[src/rtl/not_pkg.sv]
// Shared state encoding and default constants for the inverter response checker.
package not_pkg;

    typedef enum logic [2:0] {
        IDLE   = 3'd0,
        ARM    = 3'd1,
        SETTLE = 3'd2,
        CHECK  = 3'd3,
        WATCH  = 3'd4,
        DONE   = 3'd5
    } state_t;

    localparam int DEF_SETTLE_CYCLES  = 2;
    localparam int DEF_N_SAMPLES      = 8;
    localparam int DEF_TIMEOUT_CYCLES = 1000;
    localparam int DEF_CNT_W          = 8;

    // Settle windows are limited to 1..255 cycles, so 8 bits always suffice.
    localparam int SETTLE_W = 8;

endpackage

[src/rtl/not_settle_timer.sv]
// Loadable down-counter with a zero flag; times the settle window after an x change.
module not_settle_timer
    import not_pkg::*;
#(
    parameter int W = SETTLE_W
) (
    input  logic         clk,
    input  logic         rst,
    input  logic         load,
    input  logic [W-1:0] load_val,
    input  logic         dec,
    output logic         zero
);

    logic [W-1:0] cnt;

    always_ff @(posedge clk or posedge rst) begin
        if (rst) begin
            cnt <= '0;
        end else if (load) begin
            cnt <= load_val;
        end else if (dec && (cnt != '0)) begin
            cnt <= cnt - 1'b1;
        end
    end

    assign zero = (cnt == '0);

endmodule

[config.mk]
export PLATFORM = sky130hd
export DESIGN_NAME = not_settle_timer
export DESIGN_NICKNAME = d
export VERILOG_FILES = /design/src/rtl/not_pkg.sv /design/src/rtl/not_settle_timer.sv
export SDC_FILE = /design/constraint.sdc
export NUM_CORES = 1
export LEC_CHECK = 0
export CORE_AREA = 2 2 39 41
export DETAILED_ROUTE_END_ITERATION = 16
export DIE_AREA = 0 0 41 43
export PLACE_DENSITY_LB_ADDON = 0.25
export SYNTH_ARGS = -nofsm -noshare
export SYNTH_HDL_FRONTEND = slang
export SYNTH_SLANG_ARGS = --single-unit
[constraint.sdc]
create_clock -name clk -period 1.7 [get_ports clk]
set_input_delay 0.34 -clock clk [delete_from_list [all_inputs] [get_ports clk]]
set_output_delay 0.34 -clock clk [all_outputs]
set_load 0.03 [all_outputs]
# Word level (Yosys, flattened, before mapping)

Index checks and enable logic that the tools add are counted.

Add/subtract/negate cells: 1
Multiply operators: 0
Divide/modulo/power cells: 0
Order comparisons: 0
Equality and inequality tests: 0
Shifts and indexed selects: 0
Muxes and demuxes: 2
Bitwise operators: 0
Reductions and logical operators: 4

Operators with widths:

| kind                | number |
|---|---|
| $mux 8              | 2 |
| $logic_not 8->1     | 1 |
| $reduce_bool 8->1   | 1 |
| $sub 8x1->8 const B | 1 |
| $reduce_bool 2->1   | 1 |
| $logic_and 1x1->1   | 1 |

Register bits after elaboration: 8
Latch bits: 0
Bits in writable memories: 0
Memory bits (read-only): 0
Input port bits: 12
Output and inout port bits: 1
Word-level logic and storage cells: 8
Memories kept: 0

# Longest topological paths before layout

Depth after elaboration: 4
Mapped depth: 6
Depth with buffers taken out: 6

# Worst setup path before layout

Ideal clock, no wire load.

Path kind: register to output
Start point: register cnt[0]
End point: output port zero
Data arrival time: 1.551 ns
Data required time: 1.360 ns
Path slack: -0.191 ns
Stages on the path, launching flop included: 5
Buffers on the path: 0
Cell sequence: dfrtp_1 > inv_1 > ha_1 > or4b_4 > nor2_1

Cells in the longest elaborated chain, start to end: 1

RTL lines:

| what                   | RTL line               | text |
|---|---|---|
| start, declared        | not_settle_timer.sv:15 | `logic [W-1:0] cnt;` |
| start signal, assigned | not_settle_timer.sv:21 | `cnt <= load_val;` |
| start signal, assigned | not_settle_timer.sv:23 | `cnt <= cnt - 1'b1;` |
| $logic_not 8->1        | not_settle_timer.sv:27 | `assign zero = (cnt == '0);` |
| end, declared          | not_settle_timer.sv:12 | `output logic zero` |

No other way between the ends.

# Worst setup path after layout

Same ends and word-level chain as after synthesis.

==> summary.txt <==
Outcome
  – Outcome: complete, but fails checks
  – Failing checks: setup timing

Worst setup path
  – Arrival time worst endpoint: roughly 1.6 ns
  – Slowest-stage cell, CP: or4b_4
  – Critical Setup Path Class: reg2out
  – Worst EP required: ~1.4 ns
  – Slowest cell delay on critical path: roughly 0.48 ns
  – Levels on crit path: 5
  – Setup crit end kind: output port
  – Worst Reg-to-Reg Cells: 7
  – Critical Path Fanout Max: 2
  – CP cell instances: inv_2 -> ha_4 -> or4b_4 -> nor2_4 -> buf_6
  – Worst path top cell family by delay: simple AND/OR/NAND/NOR gates
  – Critical Path Start Type: flop
  – CP Buf/Inv Count: 2

Floorplan
  – I/O Pins: 13
  – Die height: roughly 43 um
  – Placeable Area: approximately 1400 sq um
  – # rows: 14
  – Die area: 1760 sq um
  – Chip width: 41 um
  – Initial Util: 0.358

Min path
  – Min-delay worst type: in2async

STA
  – Setup ws final: -0.223 ns
  – Setup TNS: -0.760 ns
  – Max Clock Skew: approximately 0.0028 ns
  – Final hold viol count: 0
  – RSZ-0062 raised after global routing: yes
  – Final setup violation count: 5
  – Period utilization: 1.13
  – Tmin final: ~1.9 ns
  – Worst slew pin tran: about 0.34 ns
  – Max_slew headroom: 0.771
  – Fmax: 520 MHz
  – Max-slew violation count: 0

Route
  – Router iterations before antenna repair: 4
  – DR vias: 516
  – Vias per cell: around 5.2
  – Routed wire per std cell: roughly 12 um
  – DRC violations left: 0
  – Initial DRC count: 7
  – Routed WL: 1.23 mm
  – ANT nets after route: 0

Power
  – Lkg Pwr: 0.339 nW
  – Worst VDD drop: about 0.00037 V
  – Pwr/cell area: approximately 730 nW/um^2

Layout
  – Share of cells above drive strength 1: 0.349
  – Inserted Diodes: 0
  – Most flop-heavy register: cnt
  – Final core occ: 0.583
  – Nets: around 100
  – Largest register FFs: 8
  – Leading registers by flop count: cnt x8
  – Area Growth Syn to Fin: 62.9%

Job
  – Max Cap Viol: 0

Clocking
  – Worst skew pair latency: 0.25 ns
  – Hold-fix buffers, CTS: 0
  – H-tree levels: 1
  – # clock sinks: 8
  – CTS Buffer Depth: 2
  – Clock Tree Root: clkbuf_4
  – Num CTS Buffers: 3
  – CTS tree: yes
  – Clk slew on worst S/H paths: 0.06 ns

Yosys
  – Syn Area/Cell: around 9.3 sq um
  – Syn Inst Count: 53
  – Seq cells post-synth: 8
  – Synthesis warning total: 0
  – Sequential fraction of the synthesis area: 0.404
  – Synth cell types: 28
  – Net Count, Synth: between 60 and 70
  – Syn Std Cell Area: slightly below 500 sq um

Global route
  – Vias in the first global route: about 490
  – GRT overflow: 0
  – Initial antenna violation count: 0
  – Largest net degree at the start of global routing: 11
  – First-pass GRT wire length: slightly above 2 mm
  – GRT Util Overall: 0.178

Placed design
  – Hpwl dp: about 900 um
  – Final GP Congestion: 0.820
  – PortBufs: 12
-- through the flow --
step           hold WS, ns  cells  worst slack [ns]  area, sq um  total power [mW]
3_3_place_gp         0.531     91           -0.0270          714             0.399
5_1_grt              0.387     99            -0.259          807             0.623
6_report             0.343     99            -0.223          807             0.588
3_5_place_dp         0.543     91           -0.0879          714             0.404
4_1_cts              0.351     98            -0.223          800             0.586
2_1_floorplan        0.156     53           -0.0286          498             0.321
-- cell families after synthesis --
logic type                 count (synthesis)  share of synthesized area
DFF                                        8                      0.404
adders and majority gates                  2                     0.0505
muxes                                      1                     0.0227
AOI/OAI and AO/OA                         14                      0.179
xor gates and xnor gates                   4                     0.0707
and+or+nand+nor                           20                      0.242
buffers and inverters                      4                     0.0303
-- where the power goes --
group / switching, mW / internal [mW] / total (mW)
clock network: 0.0657 / 0.0809 / 0.147
registers: 0.0207 / 0.213 / 0.234
logic: 0.0881 / 0.119 / 0.207
total: 0.174 / 0.413 / 0.588
-- what timing repair did --
action	4_1_cts	5_1_grt
buffers inserted	4	1
endpoints found under the setup margin	5	5
resized for setup	7	1
pin swaps	2	2
-- cell type report --
type / count / area, sq um
clock buffer: 3 / 22.5
fill: 135 / 577
inverter: 3 / 11.3
multi-input combinational: 41 / 312
sequential: 8 / 200
tap: 16 / 20.0
timing repair buffer: 28 / 241
-- final timing paths --
kind                             start  endpoint  slack [ns]
worst max-delay path            cnt[0]      zero       -0.22
worst min-delay path               rst    cnt[4]        0.34
worst max register to register  cnt[0]    cnt[1]       -0.18
worst min register to register  cnt[3]    cnt[3]        0.57
max in group asynchronous          rst    cnt[3]        1.11
min in group clk                cnt[3]    cnt[3]        0.57
-- cells in the mapped netlist, drive strengths merged --
master | n | share of area
nand2 | 8 | 0.061
a21oi | 1 | 0.010
nor2 | 2 | 0.015
nor4b | 1 | 0.018
mux2 | 1 | 0.023
o31ai | 1 | 0.015
or3 | 1 | 0.023
nor4 | 1 | 0.025
o31a | 1 | 0.018
nand4 | 1 | 0.013
nand2b | 1 | 0.013
inv | 3 | 0.023
nor3b | 1 | 0.015
a211oi | 1 | 0.015
xnor2 | 2 | 0.035
nor2b | 1 | 0.013
a22oi | 1 | 0.015
o41ai | 1 | 0.018
xor2 | 2 | 0.035
ha | 2 | 0.050
nor3 | 1 | 0.010
or4b | 1 | 0.028
clkbuf | 1 | 0.0076
nand3 | 1 | 0.010
dfrtp | 8 | 0.40
o21ai | 8 | 0.088
-- cell usage in the layout, fill, tap and decap left out, types with 2 or more instances in the layout --
master	instances
buf_4	16
clkbuf_4	3
clkdlybuf4s50_1	11
dfrtp_1	8
inv_2	2
nand2_1	8
o21ai_0	3
o21ai_1	4
xnor2_1	2
xor2_1	2
-- metal layers --
layer	wire [um]	GRT usage	vias up
li1	-	-	255
met1	546	0.222	245
met2	617	0.275	12
met3	55	0.0314	4
met4	12	0.100	0
met5	0	0	-
Power figures use the tool's default switching activity.
